### src/rtl/accum_display_ctrl.sv
// accum_display_ctrl: debounced-button accumulator with sticky overflow and a 4-digit multiplexed hex display.
module accum_display_ctrl #(
    parameter int DATA_W      = 8,
    parameter int ACC_W       = 16,
    parameter int DEB_CYC     = 4,
    parameter int REFRESH_DIV = 4
) (
    input  logic              MCLK,
    input  logic              reset,
    input  logic [DATA_W-1:0] sw,
    input  logic [3:0]        btn,
    output logic [7:0]        Led,
    output logic [6:0]        seg,
    output logic [3:0]        an,
    output logic              dp,
    output logic              ovf
);
    localparam int CW = $clog2(DEB_CYC + 1);
    localparam int RW = $clog2(REFRESH_DIV + 1);
    localparam logic [6:0] HEX [16] = '{
        7'h40, 7'h79, 7'h24, 7'h30, 7'h19, 7'h12, 7'h02, 7'h78,
        7'h00, 7'h10, 7'h08, 7'h03, 7'h46, 7'h21, 7'h06, 7'h0E
    };

    logic [3:0]        s1, s2, lvl, lvl_d, pulse;
    logic [CW-1:0]     cnt [4];
    logic [ACC_W-1:0]  acc;
    logic [DATA_W-1:0] opd;
    logic [ACC_W:0]    sum, diff;
    logic [15:0]       acc16;
    logic [RW-1:0]     rcnt;
    logic [1:0]        dig;

    always_ff @(posedge MCLK or posedge reset) begin
        if (reset) begin
            s1    <= '0;
            s2    <= '0;
            lvl   <= '0;
            lvl_d <= '0;
            for (int i = 0; i < 4; i++) cnt[i] <= '0;
        end else begin
            s1    <= btn;
            s2    <= s1;
            lvl_d <= lvl;
            // any sample matching the current level restarts the stability count
            for (int i = 0; i < 4; i++) begin
                if (s2[i] == lvl[i]) cnt[i] <= '0;
                else if (cnt[i] == CW'(DEB_CYC - 1)) begin
                    lvl[i] <= s2[i];
                    cnt[i] <= '0;
                end else cnt[i] <= cnt[i] + 1'b1;
            end
        end
    end

    assign pulse = lvl & ~lvl_d;
    assign sum   = {1'b0, acc} + (ACC_W+1)'(opd);
    assign diff  = {1'b0, acc} - (ACC_W+1)'(opd);

    always_ff @(posedge MCLK or posedge reset) begin
        if (reset) begin
            acc <= '0;
            opd <= '0;
            ovf <= 1'b0;
        end else if (pulse[0]) begin
            acc <= '0;
            opd <= '0;
            ovf <= 1'b0;
        end else if (pulse[1]) opd <= sw;
        else if (pulse[2]) begin
            acc <= sum[ACC_W-1:0];
            ovf <= ovf | sum[ACC_W];
        end else if (pulse[3]) begin
            acc <= diff[ACC_W-1:0];
            ovf <= ovf | diff[ACC_W];
        end
    end

    assign acc16 = 16'(acc);
    assign Led   = acc16[7:0];
    assign dp    = ~ovf;

    always_ff @(posedge MCLK or posedge reset) begin
        if (reset) begin
            rcnt <= '0;
            dig  <= '0;
            an   <= 4'b1110;
            seg  <= 7'b1000000;
        end else begin
            rcnt <= (rcnt == RW'(REFRESH_DIV - 1)) ? '0 : rcnt + 1'b1;
            dig  <= (rcnt == RW'(REFRESH_DIV - 1)) ? dig + 1'b1 : dig;
            an   <= ~(4'b0001 << dig);
            seg  <= HEX[acc16[{dig, 2'b00} +: 4]];
        end
    end
endmodule

### config.mk
export PLATFORM = sky130hd
export DESIGN_NAME = accum_display_ctrl
export DESIGN_NICKNAME = d
export VERILOG_FILES = /design/src/rtl/accum_display_ctrl.sv
export SDC_FILE = /design/constraint.sdc
export NUM_CORES = 1
export LEC_CHECK = 0
export ABC_AREA = 1
export CAP_MARGIN = 25
export CORE_ASPECT_RATIO = 1.25
export CORE_UTILIZATION = 40
export DETAILED_ROUTE_END_ITERATION = 8
export SETUP_SLACK_MARGIN = 0.3
export SLEW_MARGIN = 0
export SYNTH_ARGS = -nofsm -noshare
export SYNTH_HDL_FRONTEND = slang
export SYNTH_SLANG_ARGS = --single-unit
### constraint.sdc
create_clock -name MCLK -period 3.15 [get_ports MCLK]
set_clock_uncertainty 0.15 [all_clocks]
set_input_delay 0.7875 -clock MCLK [delete_from_list [all_inputs] [get_ports MCLK]]
set_output_delay 0.7875 -clock MCLK [all_outputs]
set_load 0.1 [all_outputs]
# ---- Word level (Yosys, flattened, before mapping)
# Memories as Yosys holds them, arrays and structs flattened. A register that Yosys moved wholly into a read port is not among the register bits.
# Cells that the tools add are included.
dict set report classes {
  n_addsub 8
  n_eq_ne 10
  shifts 2
  muxes 19
  bitwise 11
  n_reduce_logical 7
}
# operator count
set ops {}
lappend ops {{16-bit 2-to-1 mux} 4}
lappend ops {{3-bit 2-to-1 mux} 9}
lappend ops {{16-bit by 8-bit adder with 17-bit output} 1}
lappend ops {{16-bit by 8-bit subtractor with 17-bit output} 1}
lappend ops {{8-bit 2-to-1 mux} 2}
lappend ops {{16-bit by 5-bit variable part select with 4-bit output} 1}
lappend ops {{3-bit by 1-bit adder with 3-bit output, second input constant} 5}
lappend ops {{3-bit by 2-bit == test with 1-bit output, second input constant} 5}
lappend ops {{2-bit AND reduction} 5}
lappend ops {{4-bit inverter} 2}
lappend ops {{1-bit inverter} 5}
lappend ops {{4-bit inverter with 5-bit output} 1}
lappend ops {{4-bit bitwise AND} 1}
lappend ops {{1-bit == test} 4}
lappend ops {{1-bit 2-to-1 mux} 4}
lappend ops {{1-bit by 2-bit left shift with 4-bit output, first input constant} 1}
lappend ops {{3-bit nonzero test} 1}
lappend ops {{2-bit by 1-bit adder with 2-bit output, second input constant} 1}
lappend ops {{2-bit != test, second input constant} 1}
lappend ops {{1-bit OR} 2}
lappend ops {{2-bit nonzero test} 1}
dict set report word_totals {
  regBits 62
  rom_bits 112
  input_bits 14
  output_inout_bits 21
  elab_cells 75
  mem_count 1
}
# memory words word_bits rd rd_clocked_by_memory_dff write_ports line_no
set memory_table {}
lappend memory_table {{(no name shown)} 16 7 1 1 0 93} ;# seg <= HEX[acc16[{dig, 2'b00} +: 4]];

# ---- Depth between registers and ports, before layout
dict set report depth {
  depth_word 6
  ltp_mapped 15
  mapped_depth_nobuf 14
}

# ---- Least setup slack after synthesis
# Ideal clock, no wire load.
dict set report synth_timing {
  path_type {register to output}
  from {register ovf}
  to {output dp}
  arrival_ns 1.568
  required_ns 2.213
  setup_slack_ns 0.645
  path_stages_with_launch 2
  path_buffers 0
  cell_sequence {dfrtp_1 > inv_1}
}
dict set report synth_between {
  elab_chain_len 1
}
# item line_no
set synth_rtl {}
lappend synth_rtl {{start: declaration} 16} ;# output logic ovf
lappend synth_rtl {{start signal: assignment} 72} ;# ovf <= ovf | sum[ACC_W];
lappend synth_rtl {{start signal: assignment} 75} ;# ovf <= ovf | diff[ACC_W];
lappend synth_rtl {{1-bit inverter} 81} ;# assign dp = ~ovf;
lappend synth_rtl {{end: declaration} 15} ;# output logic dp,
# No other way between the ends.

# ---- Final worst setup path
dict set report layout_timing {
  from {register dig[0]}
  to {register seg[2]}
}
dict set report layout_between {
  elab_chain_len 2
}
# item line_no
set layout_rtl {}
lappend layout_rtl {{start: declaration} 32} ;# logic [1:0] dig;
lappend layout_rtl {{start signal: assignment} 91} ;# dig <= (rcnt == RW'(REFRESH_DIV - 1)) ? dig + 1'b1 : dig;
lappend layout_rtl {{16-bit by 5-bit variable part select with 4-bit output} 93}
lappend layout_rtl {{4-bit inverter with 5-bit output (implied by the code)} 93}
lappend layout_rtl {{end: declaration} 13} ;# output logic [6:0] seg,
# No other way between the ends.
# A chain may end at the register's enable or synchronous reset.

==> results by group <==
Status
  – Status: finished, final reports clean

Logic synthesis
  – Register area share after synthesis: 41.42%
  – Post-Syn Nets: 600
  – Post-synth ARST share: 100.0%
  – Post-Synthesis Cells: 553
  – Mapped Avg Cell Area: 7.559 um2
  – Biggest area consumer among synthesized cells: dfrtp_1
  – Post-synth top area share: 38.91%
  – Synth Flop Type: dfrtp_1
  – Number of synthesized flops with an enable pin: 0
  – Yosys cell types: 34
  – Mapped Area: 0.004180 mm2
  – Top cells by area, synth: dfrtp_1 39%, nand2_1 13%, ha_1 9.3%
  – Synth warnings: 0
  – Yosys reg bits: 69

Worst setup path
  – Crit end category: flop
  – Required time of the critical path: 3.27 ns
  – Most frequent CP cell: nand2_1
  – Setup crit start: dig[0]
  – Critical path peak fanout: 18
  – Crit start category: flop
  – Slowest stage delay, CP: 0.75 ns
  – Crit-path cells: nand2_1 -> nand2_1 -> a21oi_1 -> a21oi_2 -> inv_1 -> ha_1 -> o21ai_1 -> a21boi_1
  – WP data arrival: 2.47 ns
  – Worst reg2reg path startpoint: dig[0]
  – CP Class: flop to flop
  – Worst path slowest cell: dfrtp_1

Route
  – Via/cell ratio: 4.961
  – Antenna viol nets, final: 0
  – Vias: 3,567
  – Number of DRC markers in iteration 0: 201
  – Detailed Routing Iterations Pass 1: 4
  – DRC: 0
  – Wirelength per Cell: 13.92 um
  – Total wire length: 10,010 um

Clock tree
  – CTS Root Cell: clkbuf_16
  – # hold bufs at CTS: 0
  – Clock Path Buffers: 2
  – CTS HTree Levels: 3
  – Cts repair resizes: 0
  – CTS Buf Count: 9
  – Skew-Pair Late Insertion Delay: 0.35 ns
  – Post-CTS setup buffer count: 0
  – CTS tree: yes
  – TritonCTS Sinks: 69
  – Clock Pin Slew Worst Setup and Hold Paths: 0.06 ns

Global route
  – Vias in the first global route: 3,522
  – First-pass GRT wire length: 16,910 um
  – Initial antenna violation count: 0
  – Largest net degree at the start of global routing: 37
  – Global route overflow: 0
  – Gr usage total: 20.75%

Power and ir drop
  – Overall Power: 0.005280 W
  – Static leakage: 2.548 nW
  – Clock share of power: 17.8%
  – Sw Pwr: 0.002748 W
  – Power Internal: 0.002531 W
  – Sequential share of power: 25.9%
  – Logic pwr share: 56.3%
  – Sw frac: 52.06%
  – PD cells: 1093 mW/mm2
  – Peak supply drop: 0.0007006 V

Placed design
  – Detailed Place HPWL: 7774 um
  – Number of port buffers: 34
  – Setup WS pre-CTS: 0.7951 ns
  – GPL Wtd Cong: 0.9586

Timing
  – Fin. Hold Viols: 0
  – Final period util: 74.57%
  – Fin crit period: 2.349 ns
  – RSZ-0062 raised after global routing: false
  – Worst Tran Pin Value: 0.6420 ns
  – PnR worst setup slack: 0.8010 ns
  – FMAX: 0.4257 GHz
  – Worst hold margin: 0.2012 ns
  – Slew headroom: 57.20%
  – Setup Total Neg Slack: 0 ns
  – Setup Viol. Count Final: 0
  – Final Max Tran Viols: 0

Hold path
  – Worst min path class: flop to flop
  – Hold path start: s1[2]

Floorplan
  – Initial core utilization: 41.36%
  – Die area: 0.01087 mm2
  – # IOs: 35
  – Die H: 116.3 um
  – Die Wd: 93.44 um
  – Core area: 0.01011 mm2
  – Row cnt: 41

Finish
  – Layout cells sized above 1: 10.51%
  – N_diodes: 0
  – Most frequent cells in the layout: 143 x nand2_1, 87 x inv_1, 65 x dfrtp_1
  – Commonest non-fill, non-tap cell in the layout: nand2_1
  – Area overhead of the layout relative to synthesis: 15.56%
  – Fin util: 47.80%
  – Fill cell count: 1,003
  – Final #Nets: 632

Run
  – Max capacitance violation total: 0
-- Yosys cell counts, types with 4 or more instances --
library cell / n
a21oi_1: 19
buf_2: 6
buf_4: 11
dfrtp_1: 65
dfstp_2: 4
ha_1: 31
inv_1: 88
inv_2: 10
nand2_1: 143
nand3_1: 41
nand4_1: 7
nor2_1: 43
nor3_1: 11
o21ai_0: 22
o21ai_1: 17
xnor2_1: 4
-- flip-flops by register name, indices dropped and copies added (netlist names) --
signal	cells
acc	16
s2	4
cnt	12
lvl	4
rcnt	3
seg	7
dig	2
an	4
lvl_d	4
s1	4
ovf	1
opd	8
-- final cells by class --
type                    count  area [um2]  area share, %
well taps                 129       161.4          3.341
clock inverters             3       21.27         0.4403
multi-input cells         369        1968          40.74
clock buffers              13       250.2          5.180
repair buffers             38       330.3          6.838
flip-flops and latches     69        1732          35.85
inverters                  98       367.9          7.615
-- cells by family after synthesis --
logic type | after synthesis | synth area share (%)
AO/OA/AOI/OAI | 71 | 9.279
adder cells (fa/ha/maj) | 33 | 10.24
buffers and inverters | 115 | 11.49
AND/OR/NAND/NOR | 258 | 26.10
XOR/XNOR | 7 | 1.467
flip-flops | 69 | 41.42
-- metrics by stage --
step | cells | area [um2]
4_1_cts | 719 | 4831
6_report | 719 | 4831
3_5_place_dp | 703 | 4559
3_3_place_gp | 703 | 4559
2_1_floorplan | 553 | 4180
5_1_grt | 719 | 4831
-- critical path, delay by kind of cell (launching register included) --
family | cells | cell delay, ns
compound gates | 4 | 0.65
simple gates | 2 | 0.32
flops | 1 | 0.75
buf+inv | 1 | 0.13
fa+ha+maj | 1 | 0.26
-- power by group through the flow --
stage | clock network (W) | logic, W | registers [W]
finish | 0.000939 | 0.00297 | 0.00137
global route | 0.00100 | 0.00333 | 0.00140
CTS | 0.000962 | 0.00297 | 0.00137
detailed placement | 0 | 0.00296 | 0.00138
global placement | 0 | 0.00294 | 0.00137
floorplan | 0 | 0.00208 | 0.00162
-- per-layer routing --
layer	up-vias	share of wire, %	GRT usage, %
li1	1795	-	-
met1	1662	40	23.38
met2	84	52	36.76
met3	26	4.2	3.711
met4	0	3.6	12.21
met5	-	0	0
-- final timing paths --
path	cells past startpoint	slack, ns	endpoint
max	8	0.80	seg[2]
min	0	0.20	s2[2]
max reg2reg	8	0.80	seg[2]
min reg2reg	0	0.20	s2[2]
max in group asynchronous	4	1.46	ovf
min in group asynchronous	2	0.63	dig[0]
(Power assumes the default switching activity.)
